`config.mk`:
```
export PLATFORM = sky130hd
export DESIGN_NAME = simple_cache
export DESIGN_NICKNAME = d
export VERILOG_FILES = /design/src/rtl/simple_cache.sv
export SDC_FILE = /design/constraint.sdc
export NUM_CORES = 2
export LEC_CHECK = 0
export ABC_AREA = 0
export CAP_MARGIN = 20
export CELL_PAD_IN_SITES_DETAIL_PLACEMENT = 0
export CELL_PAD_IN_SITES_GLOBAL_PLACEMENT = 1
export CORE_MARGIN = 2
export CORE_UTILIZATION = 39
export DETAILED_ROUTE_END_ITERATION = 8
export GPL_TIMING_DRIVEN = 1
export MAX_ROUTING_LAYER = met4
export PLACE_DENSITY_LB_ADDON = 0.15
export SYNTH_ARGS = -nofsm -noshare
export SYNTH_HDL_FRONTEND = slang
export SYNTH_SLANG_ARGS = --single-unit
```
`constraint.sdc`:
```
create_clock -name clk -period 3.8 [get_ports clk]
set_input_delay 0.57 -clock clk [delete_from_list [all_inputs] [get_ports clk]]
set_output_delay 0.57 -clock clk [all_outputs]
set_load 0.03 [all_outputs]
```
`src/rtl/simple_cache.sv`:
```
// Direct-mapped write-through cache, one word per line, in front of
// a change-detect handshake RAM (write-no-allocate, read-allocate).
module simple_cache #(
  parameter int LINES   = 16,
  parameter int ADDR_W  = 32,
  parameter int DATA_W  = 32,
  parameter int TIMEOUT = 64
) (
  input  logic              clk,
  input  logic              rst_n,
  input  logic              cpu_req,
  input  logic              cpu_write,
  input  logic [ADDR_W-1:0] cpu_address,
  input  logic [DATA_W-1:0] cpu_wdata,
  output logic              cpu_ready,
  output logic              cpu_done,
  output logic [DATA_W-1:0] cpu_rdata,
  output logic              cpu_error,
  output logic [ADDR_W-1:0] mem_address,
  output logic [DATA_W-1:0] mem_data,
  output logic              mem_write,
  input  logic              mem_response,
  input  logic [DATA_W-1:0] mem_out
);

  localparam int IW = $clog2(LINES);
  localparam int TW = ADDR_W - IW;
  localparam int CW = $clog2(TIMEOUT + 1);

  typedef enum logic [1:0] {
    IDLE,
    PERTURB,
    ISSUE,
    WAIT_DONE
  } state_t;

  state_t state;

  logic [LINES-1:0]  valid;
  logic [TW-1:0]     tags  [LINES];
  logic [DATA_W-1:0] lines [LINES];

  logic              first_txn;
  logic              req_write;
  logic              req_hit;
  logic [ADDR_W-1:0] req_address;
  logic [DATA_W-1:0] req_wdata;
  logic [CW-1:0]     count;

  logic [IW-1:0] idx;
  logic [IW-1:0] req_idx;
  logic [TW-1:0] tag;
  logic          hit;
  logic          same;

  assign idx     = cpu_address[IW-1:0];
  assign tag     = cpu_address[ADDR_W-1:IW];
  assign req_idx = req_address[IW-1:0];
  assign hit     = valid[idx] && (tags[idx] == tag);

  // The mem_* registers hold the last issued tuple between transactions.
  assign same = (mem_address == cpu_address) &&
                (mem_data == cpu_wdata) &&
                (mem_write == cpu_write);

  always_ff @(posedge clk or negedge rst_n) begin
    if (!rst_n) begin
      state       <= IDLE;
      valid       <= '0;
      first_txn   <= 1'b1;
      req_write   <= 1'b0;
      req_hit     <= 1'b0;
      req_address <= '0;
      req_wdata   <= '0;
      count       <= '0;
      cpu_ready   <= 1'b1;
      cpu_done    <= 1'b0;
      cpu_error   <= 1'b0;
      cpu_rdata   <= '0;
      mem_address <= '0;
      mem_data    <= '0;
      mem_write   <= 1'b0;
      for (int i = 0; i < LINES; i++) begin
        tags[i]  <= '0;
        lines[i] <= '0;
      end
    end else begin
      cpu_done  <= 1'b0;
      cpu_error <= 1'b0;
      unique case (state)
        IDLE: begin
          if (cpu_req) begin
            req_write   <= cpu_write;
            req_hit     <= hit;
            req_address <= cpu_address;
            req_wdata   <= cpu_wdata;
            if (!cpu_write && hit) begin
              cpu_done  <= 1'b1;
              cpu_rdata <= lines[idx];
            end else begin
              mem_address <= cpu_address;
              mem_write   <= cpu_write;
              count       <= '0;
              cpu_ready   <= 1'b0;
              first_txn   <= 1'b0;
              // Force a visible tuple change so the RAM always starts.
              if (first_txn || same) begin
                mem_data <= ~cpu_wdata;
                state    <= PERTURB;
              end else begin
                mem_data <= cpu_wdata;
                state    <= ISSUE;
              end
            end
          end
        end
        PERTURB: begin
          mem_data <= req_wdata;
          state    <= ISSUE;
        end
        ISSUE: begin
          if (mem_response) begin
            state <= WAIT_DONE;
          end else if (count == CW'(TIMEOUT - 1)) begin
            cpu_done  <= 1'b1;
            cpu_error <= 1'b1;
            cpu_ready <= 1'b1;
            state     <= IDLE;
          end else begin
            count <= count + 1'b1;
          end
        end
        WAIT_DONE: begin
          if (!mem_response) begin
            cpu_done  <= 1'b1;
            cpu_ready <= 1'b1;
            state     <= IDLE;
            if (!req_write) begin
              cpu_rdata      <= mem_out;
              lines[req_idx] <= mem_out;
              tags[req_idx]  <= req_address[ADDR_W-1:IW];
              valid[req_idx] <= 1'b1;
            end else if (req_hit) begin
              lines[req_idx] <= req_wdata;
            end
          end
        end
        default: state <= IDLE;
      endcase
    end
  end

endmodule
```
==> results.md <==
- Status: complete, no violations
- Dominant cell type by area after synthesis: dfrtp_1
- # fillers: 12160
- CP max-delay cell: or4b_1
- Global-route wire length before repair: 248.4 mm
- Worst r2r src: tags[46]
- Pre-CTS setup slack: -0.3275 ns
- Detailed Route WL: 166.8 mm
- Kind of end point of the critical path: register
- Cell family with most CP delay: simple AND/OR/NAND/NOR gates
- Maximum vdd drop: 425.4 uV
- Buffer and inverter count on the worst path: 3
- Period minus WS final: 3.474 ns
- Pwr dens: 723.7 nW/um2
- Setup CP Type: register to register
- GRT overflow: 0
- Crit Path Max Fanout: 32
- GRT Total Usage: 25.43%
- Clock Root Buffer: clkbuf_16
- Post-CTS Resized: 0
- Total power: 45.41 mW
- Vias/cell: 5.409
- Final net count: 4571
- Non-Filler Instances: 6341
- Clk sinks: 1152
- R2r worst-path depth: 12
- WHS: 0.3746 ns
- H-tree lvl count: 4
- Worst R2R Setup Slack: 0.33 ns
- Top post-synthesis cells by area: dfrtp_1, mux2_2, mux4_2, a21oi_1, nor2_1
- Antenna violations before repair: 0
- Netlist Area Pre-Place: 52400 um2
- Commonest cells after routing, fill and taps aside: dfrtp_1, mux2_2, nor2_1
- Wire per inst: 26.31 um
- Die area: 137300 um2
- Dpl cells: 6099
- Post-synth top flop: dfrtp_1
- Vias: 34300
- DP Area: 58310 um2
- Yosys top cell area share: 54.92%
- Drt first pass iters: 5
- FMAX: 287.9 MHz
- Initial cell density of the core: 39.26%
- Final instance area: 62750 um2
- Simple-gate share of the synthesized area: 7.605%
- Number of global-route vias before repair: 35340
- Syn Area/Cell: 12.52 um2
- Slew headroom: 28.00%
- Final Wtd Congestion: 0.8142
- LEAKAGE: 28.82 nW
- Antenna viol nets, final: 0
- Hold Violations, Final: 0
- Layout cells sized above 1: 30.25%
- Asr flop ratio synth: 100.0%
- Post-CTS Hold Fix Bufs: 1
- Max_cap viols: 0
- Synth Area in Adders: 0.02388%
- Flops & latches, synth: 1152
- Max-slew violations: 0
- Crit-path cells: mux4_2 -> or4_1 -> nand4_1 -> nor3_1 -> or4b_1 -> nor4_2 -> buf_4 -> nand4_1 -> buf_4 -> a21oi_4 -> buf_12 -> a221o_1
- Crit path DAT: 4.17 ns
- HP Class: primary input to async pin
- Clock Tree Buf Depth: 3
- Total CTS buffers: 133
- CTS tree: yes
- # IOs: 201
- Post-CTS setup buffer count: 0
- CP Launch Type: register
- XOR/XNOR share of the synthesized area: 1.956%
- Number of flops mapped to enable cells by yosys: 0
- Yosys warning total: 0
- Tcrit/Tclk final: 91.42%
- Area delta synth->final: 19.75%
- Required time of the critical path: 4.50 ns
- Leading cell type in the layout, fill and taps excluded: dfrtp_1
- Synth unique cells: 66
- Multi-input logic area: 22240 um2
- Final Skew: 0.03179 ns
- Rows: 134
- Synthesized netlist cell count: 4185
- Compound-cell area share of the yosys netlist: 7.639%
- Largest family of logic cells by synthesized area: multiplexers
- Height of the chip: 370.5 um
- PortBufs: 200
- Die Span X: 370.5 um
- Slew of the pin with the lowest slew margin: 1.080 ns
- Sequential fraction of the synthesis area: 55.02%
- Reg clk slew, reported paths: 0.06 ns
- Number of DRC markers in iteration 0: 2391
- PnR worst setup slack: 0.3260 ns
- Worst stage delay on the critical path: 0.59 ns
- HPWL after detailed placement: 103.5 mm
- Seq. cell area: 28830 um2
- Multiplexer area fraction after synthesis: 24.77%
- Skew-Pair Late Insertion Delay: 0.77 ns
- Syn nets: 4287
- Reg-to-Reg End: mem_data[16]
- Largest net degree at the start of global routing: 130
- Core ar.: 133500 um2
- DRC viols: 0
- Unrepaired setup endpoints after global routing: false
- Setup Viol. Count Final: 0
-- stage by stage --
step	util, %	TNS (ns)
floorplan	-	0
global placement	43.70	-28.86
detailed placement	43.70	-26.90
CTS	47.00	0
global route	47.02	0
finish	47.02	0
-- layer usage --
| metal | up-vias | part of all wire, % | GRT usage [%] |
|---|---|---|---|
| met5 | - | 0 | - |
| met3 | 177 | 4.2 | 4.031 |
| met4 | 0 | 2.2 | 6.493 |
| met1 | 17930 | 46 | 34.83 |
| met2 | 628 | 48 | 39.60 |
| li1 | 15560 | - | - |
-- sequential cells by signal, summed over array words and instances, names as in the netlist --
register / cells
lines: 512
tags: 448
cpu_rdata: 32
mem_address: 32
mem_data: 32
req_address: 32
req_wdata: 32
valid: 16
count: 7
state: 2
cpu_done: 1
cpu_error: 1
cpu_ready: 1
first_txn: 1
mem_write: 1
req_hit: 1
req_write: 1
-- worst max path at each step --
stage / slack, ns / end / depth (start not counted) / start
floorplan: 0.07 / cpu_rdata[10] / 11 / cpu_address[0]
global placement: -0.36 / mem_data[13] / 14 / cpu_address[0]
detailed placement: -0.33 / mem_data[19] / 14 / cpu_address[0]
CTS: 0.30 / mem_data[15] / 13 / tags[73]
global route: 0.14 / count[6] / 12 / tags[228]
finish: 0.33 / mem_data[16] / 12 / tags[46]
-- final cells by class --
cell class	count	area share, %
Clock buffer	189	6.301
Timing Repair Buffer	495	7.998
Clock inverter	49	0.7099
Tap cell	1768	3.525
Antenna cell	1	0.003988
Multi-Input combinational cell	2677	35.45
Sequential cell	1152	45.95
Inverter	10	0.06381
-- Yosys cell counts, types with 24 or more instances --
library cell,instances
a21oi_1,365
mux2i_1,122
buf_2,29
buf_1,38
o21ai_0,176
xor2_1,49
a221o_1,34
nor2_1,384
nand3_1,32
dfrtp_1,1150
mux2_2,558
nand2_1,383
a22o_1,41
nand2b_1,24
mux4_2,239
xnor2_1,68
clkbuf_1,246
-- worst reg2reg max path, cell delays in order (launching register included) --
cell and delay (ns):
dfrtp_1 0.37, mux4_2 0.49, or4_1 0.41, nand4_1 0.11, nor3_1 0.07, or4b_1 0.59
nor4_2 0.17, buf_4 0.19, nand4_1 0.16, buf_4 0.20, a21oi_4 0.16, buf_12 0.25
a221o_1 0.23
-- cell families after synthesis --
logic type / count (synthesis)
buf+inv: 356
fa+ha+maj: 1
mux: 925
flops: 1152
simple gates: 944
xor+xnor: 117
compound gates: 690
-- power breakdown --
part | total, mW | internal [mW] | switching [mW]
combinational | 12.4 | 6.36 | 6.06
clock | 12.9 | 7.60 | 5.35
sequential | 20.0 | 16.7 | 3.29
Note: power is estimated with default switching activity, not from simulation.
